File: src/rtl/morse_pkg.sv
// Shared definitions for the Morse key timer: FSM state encoding and the
// timing thresholds, expressed in Morse units.
package morse_pkg;

    typedef enum logic [1:0] {
        S_IDLE    = 2'd0,
        S_MARK    = 2'd1,
        S_GAP     = 2'd2,
        S_CHARGAP = 2'd3
    } state_t;

    localparam int DASH_UNITS = 2;
    localparam int CHAR_UNITS = 2;
    localparam int WORD_UNITS = 5;
    localparam int SAT_UNITS  = 7;

    // Counter width able to hold the saturated mark length.
    function automatic int cnt_width(input int unit_cycles);
        return $clog2(SAT_UNITS * unit_cycles + 1);
    endfunction

endpackage

File: src/rtl/key_debounce.sv
// Level debouncer: output follows input only after DEBOUNCE_CYCLES consecutive
// samples at the new level, so both edges are delayed by DEBOUNCE_CYCLES.
module key_debounce #(
    parameter int DEBOUNCE_CYCLES = 16
) (
    input  logic clk,
    input  logic rst,
    input  logic din,
    output logic dout
);

    localparam int W = $clog2(DEBOUNCE_CYCLES + 1);
    localparam logic [W-1:0] LAST = W'(DEBOUNCE_CYCLES - 1);

    logic [W-1:0] cnt;

    always_ff @(posedge clk or negedge rst) begin
        if (!rst) begin
            cnt  <= '0;
            dout <= 1'b0;
        end else if (din == dout) begin
            cnt <= '0;
        end else if (cnt == LAST) begin
            dout <= din;
            cnt  <= '0;
        end else begin
            cnt <= cnt + 1'b1;
        end
    end

endmodule

File: src/rtl/morse_key_timer.sv
// Morse key timer: classifies key marks into dot/dash and gaps into char/word
// spaces as one-cycle pulses. Optional debounce via MORSE_KEY_DEBOUNCE_EN.
module morse_key_timer
    import morse_pkg::*;
#(
    parameter int UNIT_CYCLES     = 1000,
    parameter int DEBOUNCE_CYCLES = 16
) (
    input  logic clk,
    input  logic rst,
    input  logic key_in,
    output logic dot_out,
    output logic dash_out,
    output logic char_space_out,
    output logic word_space_out
);

    localparam int CW = cnt_width(UNIT_CYCLES);
    localparam logic [CW-1:0] DASH_MIN  = CW'(DASH_UNITS * UNIT_CYCLES);
    localparam logic [CW-1:0] CHAR_LAST = CW'(CHAR_UNITS * UNIT_CYCLES - 1);
    localparam logic [CW-1:0] WORD_LAST = CW'(WORD_UNITS * UNIT_CYCLES - 1);
    localparam logic [CW-1:0] SAT_MAX   = CW'(SAT_UNITS * UNIT_CYCLES);
    localparam logic [CW-1:0] CNT_FIRST = CW'(1);

    generate
        if (UNIT_CYCLES < 2 || UNIT_CYCLES > 65535 || DEBOUNCE_CYCLES < 1) begin : g_bad_param
            $error("morse_key_timer: parameter out of range");
        end
    endgenerate

    logic   sync_q1;
    logic   sync_q2;
    logic   key_clean;
    state_t state;
    logic [CW-1:0] cnt;

    always_ff @(posedge clk or negedge rst) begin
        if (!rst) begin
            sync_q1 <= 1'b0;
            sync_q2 <= 1'b0;
        end else begin
            sync_q1 <= key_in;
            sync_q2 <= sync_q1;
        end
    end

`ifdef MORSE_KEY_DEBOUNCE_EN
    key_debounce #(
        .DEBOUNCE_CYCLES(DEBOUNCE_CYCLES)
    ) u_debounce (
        .clk  (clk),
        .rst  (rst),
        .din  (sync_q2),
        .dout (key_clean)
    );
`else
    assign key_clean = sync_q2;
`endif

    // cnt holds the number of samples already seen in the current interval;
    // the transition sample itself is the first, hence loads of CNT_FIRST.
    always_ff @(posedge clk or negedge rst) begin
        if (!rst) begin
            state          <= S_IDLE;
            cnt            <= '0;
            dot_out        <= 1'b0;
            dash_out       <= 1'b0;
            char_space_out <= 1'b0;
            word_space_out <= 1'b0;
        end else begin
            dot_out        <= 1'b0;
            dash_out       <= 1'b0;
            char_space_out <= 1'b0;
            word_space_out <= 1'b0;
            case (state)
                S_IDLE: begin
                    if (key_clean) begin
                        state <= S_MARK;
                        cnt   <= CNT_FIRST;
                    end
                end
                S_MARK: begin
                    if (key_clean) begin
                        if (cnt != SAT_MAX) cnt <= cnt + 1'b1;
                    end else begin
                        if (cnt < DASH_MIN) dot_out  <= 1'b1;
                        else                dash_out <= 1'b1;
                        state <= S_GAP;
                        cnt   <= CNT_FIRST;
                    end
                end
                S_GAP: begin
                    if (key_clean) begin
                        state <= S_MARK;
                        cnt   <= CNT_FIRST;
                    end else begin
                        if (cnt == CHAR_LAST) begin
                            char_space_out <= 1'b1;
                            state          <= S_CHARGAP;
                        end
                        cnt <= cnt + 1'b1;
                    end
                end
                S_CHARGAP: begin
                    if (key_clean) begin
                        state <= S_MARK;
                        cnt   <= CNT_FIRST;
                    end else if (cnt == WORD_LAST) begin
                        word_space_out <= 1'b1;
                        state          <= S_IDLE;
                        cnt            <= '0;
                    end else begin
                        cnt <= cnt + 1'b1;
                    end
                end
                default: begin
                    state <= S_IDLE;
                    cnt   <= '0;
                end
            endcase
        end
    end

endmodule

File: config.mk
export PLATFORM = sky130hd
export DESIGN_NAME = morse_key_timer
export DESIGN_NICKNAME = d
export VERILOG_FILES = /design/src/rtl/morse_pkg.sv /design/src/rtl/key_debounce.sv /design/src/rtl/morse_key_timer.sv
export SDC_FILE = /design/constraint.sdc
export NUM_CORES = 1
export LEC_CHECK = 0
export CORE_ASPECT_RATIO = 1.2
export CORE_UTILIZATION = 30
export CTS_CLUSTER_DIAMETER = 40
export DETAILED_ROUTE_END_ITERATION = 8
export SETUP_SLACK_MARGIN = 0.1
export SKIP_LAST_GASP = 1
export SLEW_MARGIN = 5
export SYNTH_ARGS = -nofsm -noshare
export SYNTH_HDL_FRONTEND = slang
export SYNTH_SLANG_ARGS = --single-unit
File: constraint.sdc
create_clock -name clk -period 5.07 [get_ports clk]
set_input_delay 1.014 -clock clk [delete_from_list [all_inputs] [get_ports clk]]
set_output_delay 1.014 -clock clk [all_outputs]
set_load 0.02 [all_outputs]
==> qor.csv, run 1 <==
metric,value,unit
status,"complete, no violations",
Post-Synthesis Cells,112,
Mapped Avg Cell Area,10.17,sq um
Worst Path Buf+Inv,1,
Synth top area share,46.15,%
worst path required time,4.06,ns
Netlist Area Pre-Place,1139,sq um
Die H,69.49,um
row count,24,
final worst path period share,43.22,%
Slew Limit Fails,0,
final WL,2192,um
VDD IR max,0.08103,mV
first-pass GRT wire length,3981,um
total power,0.0003530,W
Syn Nets,117,
Initial Utilization,31.34,%
Leak,0.5339,nW
CTS Root Cell,clkbuf_8,
Post-DP HPWL,1585,um
Critical Path Fanout Max,1,
Area contributors post-synth,"dfrtp_1 (46%), nor2_1 (6.3%), a221o_1 (3.5%)",
Core ar.,3633,sq um
Yosys reg bits,21,
vias per cell,5.116,
Antenna Nets Post-Route,0,
die footprint,4047,sq um
FILL cells,364,
initial antenna violation count,0,
synth warn,0,
gr usage total,12.64,%
"Clk Latency, worst-skew pair",0.26,ns
Fmax,0.4564,GHz
Layout Skew,0.008568,ns
post-CTS sizing,0,
RSZ-0062 raised after global routing,false,
# hold bufs at CTS,0,
number of global-route vias before repair,842,
crit path max-delay cell type,clkdlybuf4s50_1,
drt pass-1 iters,4,
setup_tns,0,ns
CP Capture Type,output port,
Post-synth EDFFs,0,
area added between synthesis and finish,13.30,%
Register Area,525.5,sq um
worst-margin pin slew,0.9396,ns
Max Cap Violations,0,
Nets,126,
worst setup path category,flop to output port,
CTS tree,yes,
Multi-input gate area,583.1,sq um
via count,880,
relative slew slack,37.16,%
crit path DAT,1.18,ns
element type at the critical path start,flop,
cell taking the most area after synthesis,dfrtp_1,
DRC violations left,0,
postcts setup bufs,0,
IO Pins,7,
Cell Pwr Density,273.7,nW/um^2
Port Buffer Count,6,
Final setup viols,0,
pin count of the biggest net entering global routing,22,
leading register cell type out of synthesis,dfrtp_1,
GPL Wtd Cong,0.7710,
maximum clock path buffer count,2,
share of cells above drive strength 1,16.67,%
Synth top cells by count,"dfrtp_1 (21), nor2_1 (19), nor3_1 (6), o21ai_0 (6)",
WL/cell,12.74,um
"count leader, synth",dfrtp_1,
CP max stage delay,0.59,ns
final critical-path required period,2.191,ns
"Clk pin slew, worst setup/hold paths",0.08,ns
grt total ovfl,0,
Synth cell types,35,
final hold violations,0,
cell family with most CP delay,buffers and inverters,
sequential area share after synthesis,46.15,%
"FFs w/ async S/R, synth",100.0,%
Diodes inserted,0,
worst hold path class,flop to flop,
clock tree sinks,21,
crit-path cells,clkdlybuf4s50_1,
total CTS buffers,3,
H-tree levels,1,
number of DRC markers in iteration 0,26,
Die W,58.24,um
-- path summary, 6_finish.rpt --
path / from / to / slack (ns) / depth (start not counted)
setup / recovery: char_space_out / char_space_out / 2.88 / 1
hold / removal: sync_q1 / key_clean / 0.35 / 0
setup reg to reg: cnt[0] / cnt[7] / 3.12 / 6
hold reg to reg: sync_q1 / key_clean / 0.35 / 0
max in group asynchronous: rst / cnt[4] / 3.22 / 1
min in group asynchronous: rst / cnt[9] / 1.27 / 1
-- metal layers --
layer	global-route usage, %	part of all wire [%]	vias to the layer above
met5	0	0	-
met4	7.143	2.5	0
met3	1.119	1.9	5
met2	19.28	49	17
met1	17.30	46	437
li1	-	-	421
-- power by group --
group	internal, W	switching (W)
combinational	0.0000227	0.0000265
sequential	0.000178	0.0000162
clock	0.0000560	0.0000535
-- worst reg2reg max path, delay by kind of cell, from the launching register on --
family	cells	cell delay, ns
adders and majority gates	1	0.24
DFF	1	0.44
and+or+nand+nor	3	0.52
AOI/OAI and AO/OA	2	0.65
-- logic make-up (layout without fill, tap and decap cells) --
group / after synthesis / in the layout / share of synthesized area (%)
xor gates and xnor gates: 5 / 5 / 3.847
DFF: 21 / 21 / 46.15
buffers and inverters: 5 / 13 / 2.637
and+or+nand+nor: 61 / 61 / 31.43
AOI/OAI and AO/OA: 18 / 18 / 13.74
adders and majority gates: 2 / 2 / 2.197
-- flip-flops by register name, indices dropped and copies added, names as in the netlist --
signal / count
char_space_out: 1
cnt: 13
dash_out: 1
dot_out: 1
key_clean: 1
state: 2
sync_q1: 1
word_space_out: 1
-- final cells by class --
class	instances	area share, %
flip-flops and latches	21	40.74
inverters	3	0.8729
multi-input cells	86	45.20
clock buffers	4	3.492
repair buffers	6	4.656
well taps	52	5.044
-- placed cells by master (no fill, tap or decap), drive strengths merged --
master and count:
a22o 3, clkdlybuf4s50 6, clkbuf 4, o21bai 1, a21oi 1, and4 1, a221o 4, nand2 5
or3 1, o21ai 7, and2 1, nand2b 2, xor2 3, a31o 1, nand4 5, and4b 1
nand3 5, dfrtp 21, nor3 6, nor3b 1, xnor2 2, and4bb 1, and3 5, nor2b 2
ha 2, nor4b 3, inv 3, o31ai 1, and2b 2, nor2 20
-- through the flow --
stage	setup slack (ns)	instance area [sq um]	hold WS, ns	std cells	utilization, %
global placement	2.922	1245	0.3341	168	34.26
global route	2.823	1290	0.3652	172	35.50
detailed placement	2.894	1245	0.3371	168	34.26
floorplan	3.369	1139	0.3312	112	-
finish	2.879	1290	0.3511	172	35.50
CTS	2.863	1290	0.3541	172	35.50
Note: power is estimated with default switching activity, not from simulation.
==> run 2: changes to the inputs <==
- clock period: 5.07 -> 2.1 ns (I/O delays scaled with it)
==> run 2 against run 1 <==
  * Final cell count rose by 2.3%
  * Highest routed layer unchanged
  * Global-route usage did not move
  * Count of clock-buffer cells in the layout did not move
==> qor.csv, run 2 (synthesized netlist as in run 1, its figures left out) <==
metric,value,unit,change
most frequent cells in the layout,"dfrtp_1 (20), nor2_1 (19), nor3_1 (6), o21ai_0 (6), clkdlybuf4s50_1 (6)",,
worst path required time,2.25,ns,-1.81 ns
FF-to-FF setup slack,0.20,ns,-2.92 ns
final worst path period share,90.64,%,
share of cells above drive strength 1,20.97,%,+4.3 points
Final setup viols,0,,unchanged
Worst Hold End,key_clean,,
maximum clock path buffer count,2,,unchanged
final WL,2308,um,+5.3%
Min-Delay Path Depth,0,,unchanged
pre-CTS WS,0.2110,ns,-2.683 ns
Layout Skew,0.001618,ns,-0.006949 ns
Max Cap Violations,0,,unchanged
Largest Register,cnt,,
relative slew slack,74.23,%,+37 points
WL/cell,13.11,um,+2.9%
Leak,0.5530,nW,+3.6%
CTS tree,yes,,
Antenna Nets Post-Route,0,,unchanged
Post-DP HPWL,1698,um,+7.2%
VDD IR max,0.1910,mV,+140%
metal3 WL,66,um,+57%
Nets,130,,+3.2%
clock tree sinks,21,,unchanged
"Cell Area, Placed",1260,sq um,+1.2%
setup_tns,0,ns,unchanged
drt pass-1 iters,4,,unchanged
GPL Wtd Cong,0.8289,,+7.5%
crit path DAT,2.05,ns,+0.87 ns
final worst slack,0.1966,ns,-2.682 ns
# hold bufs at CTS,0,,unchanged
Fmax,0.5254,GHz,
Hold Crit Start,sync_q1,,
RSZ-0062 raised after global routing,false,,
worst-margin pin slew,0.3836,ns,-0.5560 ns
Top Metal Used,met4,,
initial antenna violation count,0,,unchanged
row count,24,,unchanged
worst r2r dst,cnt[11],,
status,"complete, no violations",,
Port Buffer Count,6,,unchanged
Met2 Wirelength,1173,um,+8.8%
Regs by FF count,"cnt x13, state x2",,
Die W,58.24,um,unchanged
Initial Utilization,31.34,%,unchanged
element type at the critical path start,flop,,
worst hold slack,0.3656,ns,+0.01458 ns
DRC violations left,0,,unchanged
final hold violations,0,,unchanged
grt total ovfl,0,,unchanged
Die H,69.49,um,unchanged
final critical-path required period,1.903,ns,
IO Pins,7,,unchanged
"Clk pin slew, worst setup/hold paths",0.07,ns,about the same
worst hold path class,flop to flop,,
total CTS buffers,3,,unchanged
H-tree levels,1,,unchanged
worst setup path category,flop to flop,,
vias per cell,5.080,,-0.72%
"Clk Latency, worst-skew pair",0.26,ns,about the same
Critical Path Fanout Max,5,,+4
Slew Limit Fails,0,,unchanged
die footprint,4047,sq um,unchanged
"commonest non-fill, non-tap cell in the layout",dfrtp_1,,
reg2reg start,cnt[1],,
area added between synthesis and finish,16.59,%,
number of global-route vias before repair,882,,+4.8%
number of DRC markers in iteration 0,47,,+81%
max FFs per register,13,,unchanged
gr usage total,12.64,%,unchanged
DRT met1 WL,999,um,-1.6%
via count,894,,+1.6%
first-pass GRT wire length,3884,um,-2.4%
CTS Root Cell,clkbuf_8,,
Core ar.,3633,sq um,unchanged
Diodes inserted,0,,unchanged
CP Capture Type,flop,,
Cell Pwr Density,649.6,nW/um^2,+140%
core occupancy in the finished layout,36.54,%,+1.0 points
FF-to-FF path depth,7,,+1
pin count of the biggest net entering global routing,22,,unchanged
Finished Cell Area,1328,sq um,+2.9%
[run 2: power breakdown]
group | leakage, nW | internal [W] | switching, W
Sequential | 0.279 | 0.000432 | 0.0000379
Clock | 0.0228 | 0.000135 | 0.000127
Combinational | 0.252 | 0.0000622 | 0.0000685
[run 2: worst max path at each step]
stage            from      end
2_1_floorplan  cnt[0]   cnt[7]
3_3_place_gp   cnt[0]   cnt[7]
3_5_place_dp   cnt[0]   cnt[7]
4_1_cts        cnt[0]   cnt[7]
5_1_grt        cnt[0]   cnt[7]
6_report       cnt[1]  cnt[11]
[run 2: metal layers]
metal	vias to the layer above	global-route usage [%]
li1	430	-
met1	433	14.81
met2	24	20.82
met3	7	2.052
met4	0	8.201
met5	-	0
[run 2: repair_timing]
item	CTS	global route
hold endpoints to repair	0	0
gates resized for setup	0	2
setup endpoints to repair	0	6
buffers inserted	0	2
[run 2: per-stage QoR]
stage / instances / power [W]
2_1_floorplan: 112 / 0.0005539
3_3_place_gp: 170 / 0.0005972
3_5_place_dp: 170 / 0.0005996
4_1_cts: 174 / 0.0008650
5_1_grt: 176 / 0.0009204
6_report: 176 / 0.0008623
[run 2: cell type report]
class | count | area, sq um
flip-flops and latches | 21 | 526.8
fillers | 353 | 2306
clock buffers | 4 | 45.04
multi-input cells | 86 | 589.3
well taps | 52 | 65.06
repair buffers | 10 | 90.09
inverters | 3 | 11.26
[run 2: worst max-delay path: stages, from the launching register on]
cell and delay, ns:
dfrtp_1 0.41, ha_1 0.24, and4bb_2 0.27, nand4_2 0.16
a21oi_4 0.25, buf_4 0.16, nor2_1 0.04, a221o_1 0.25
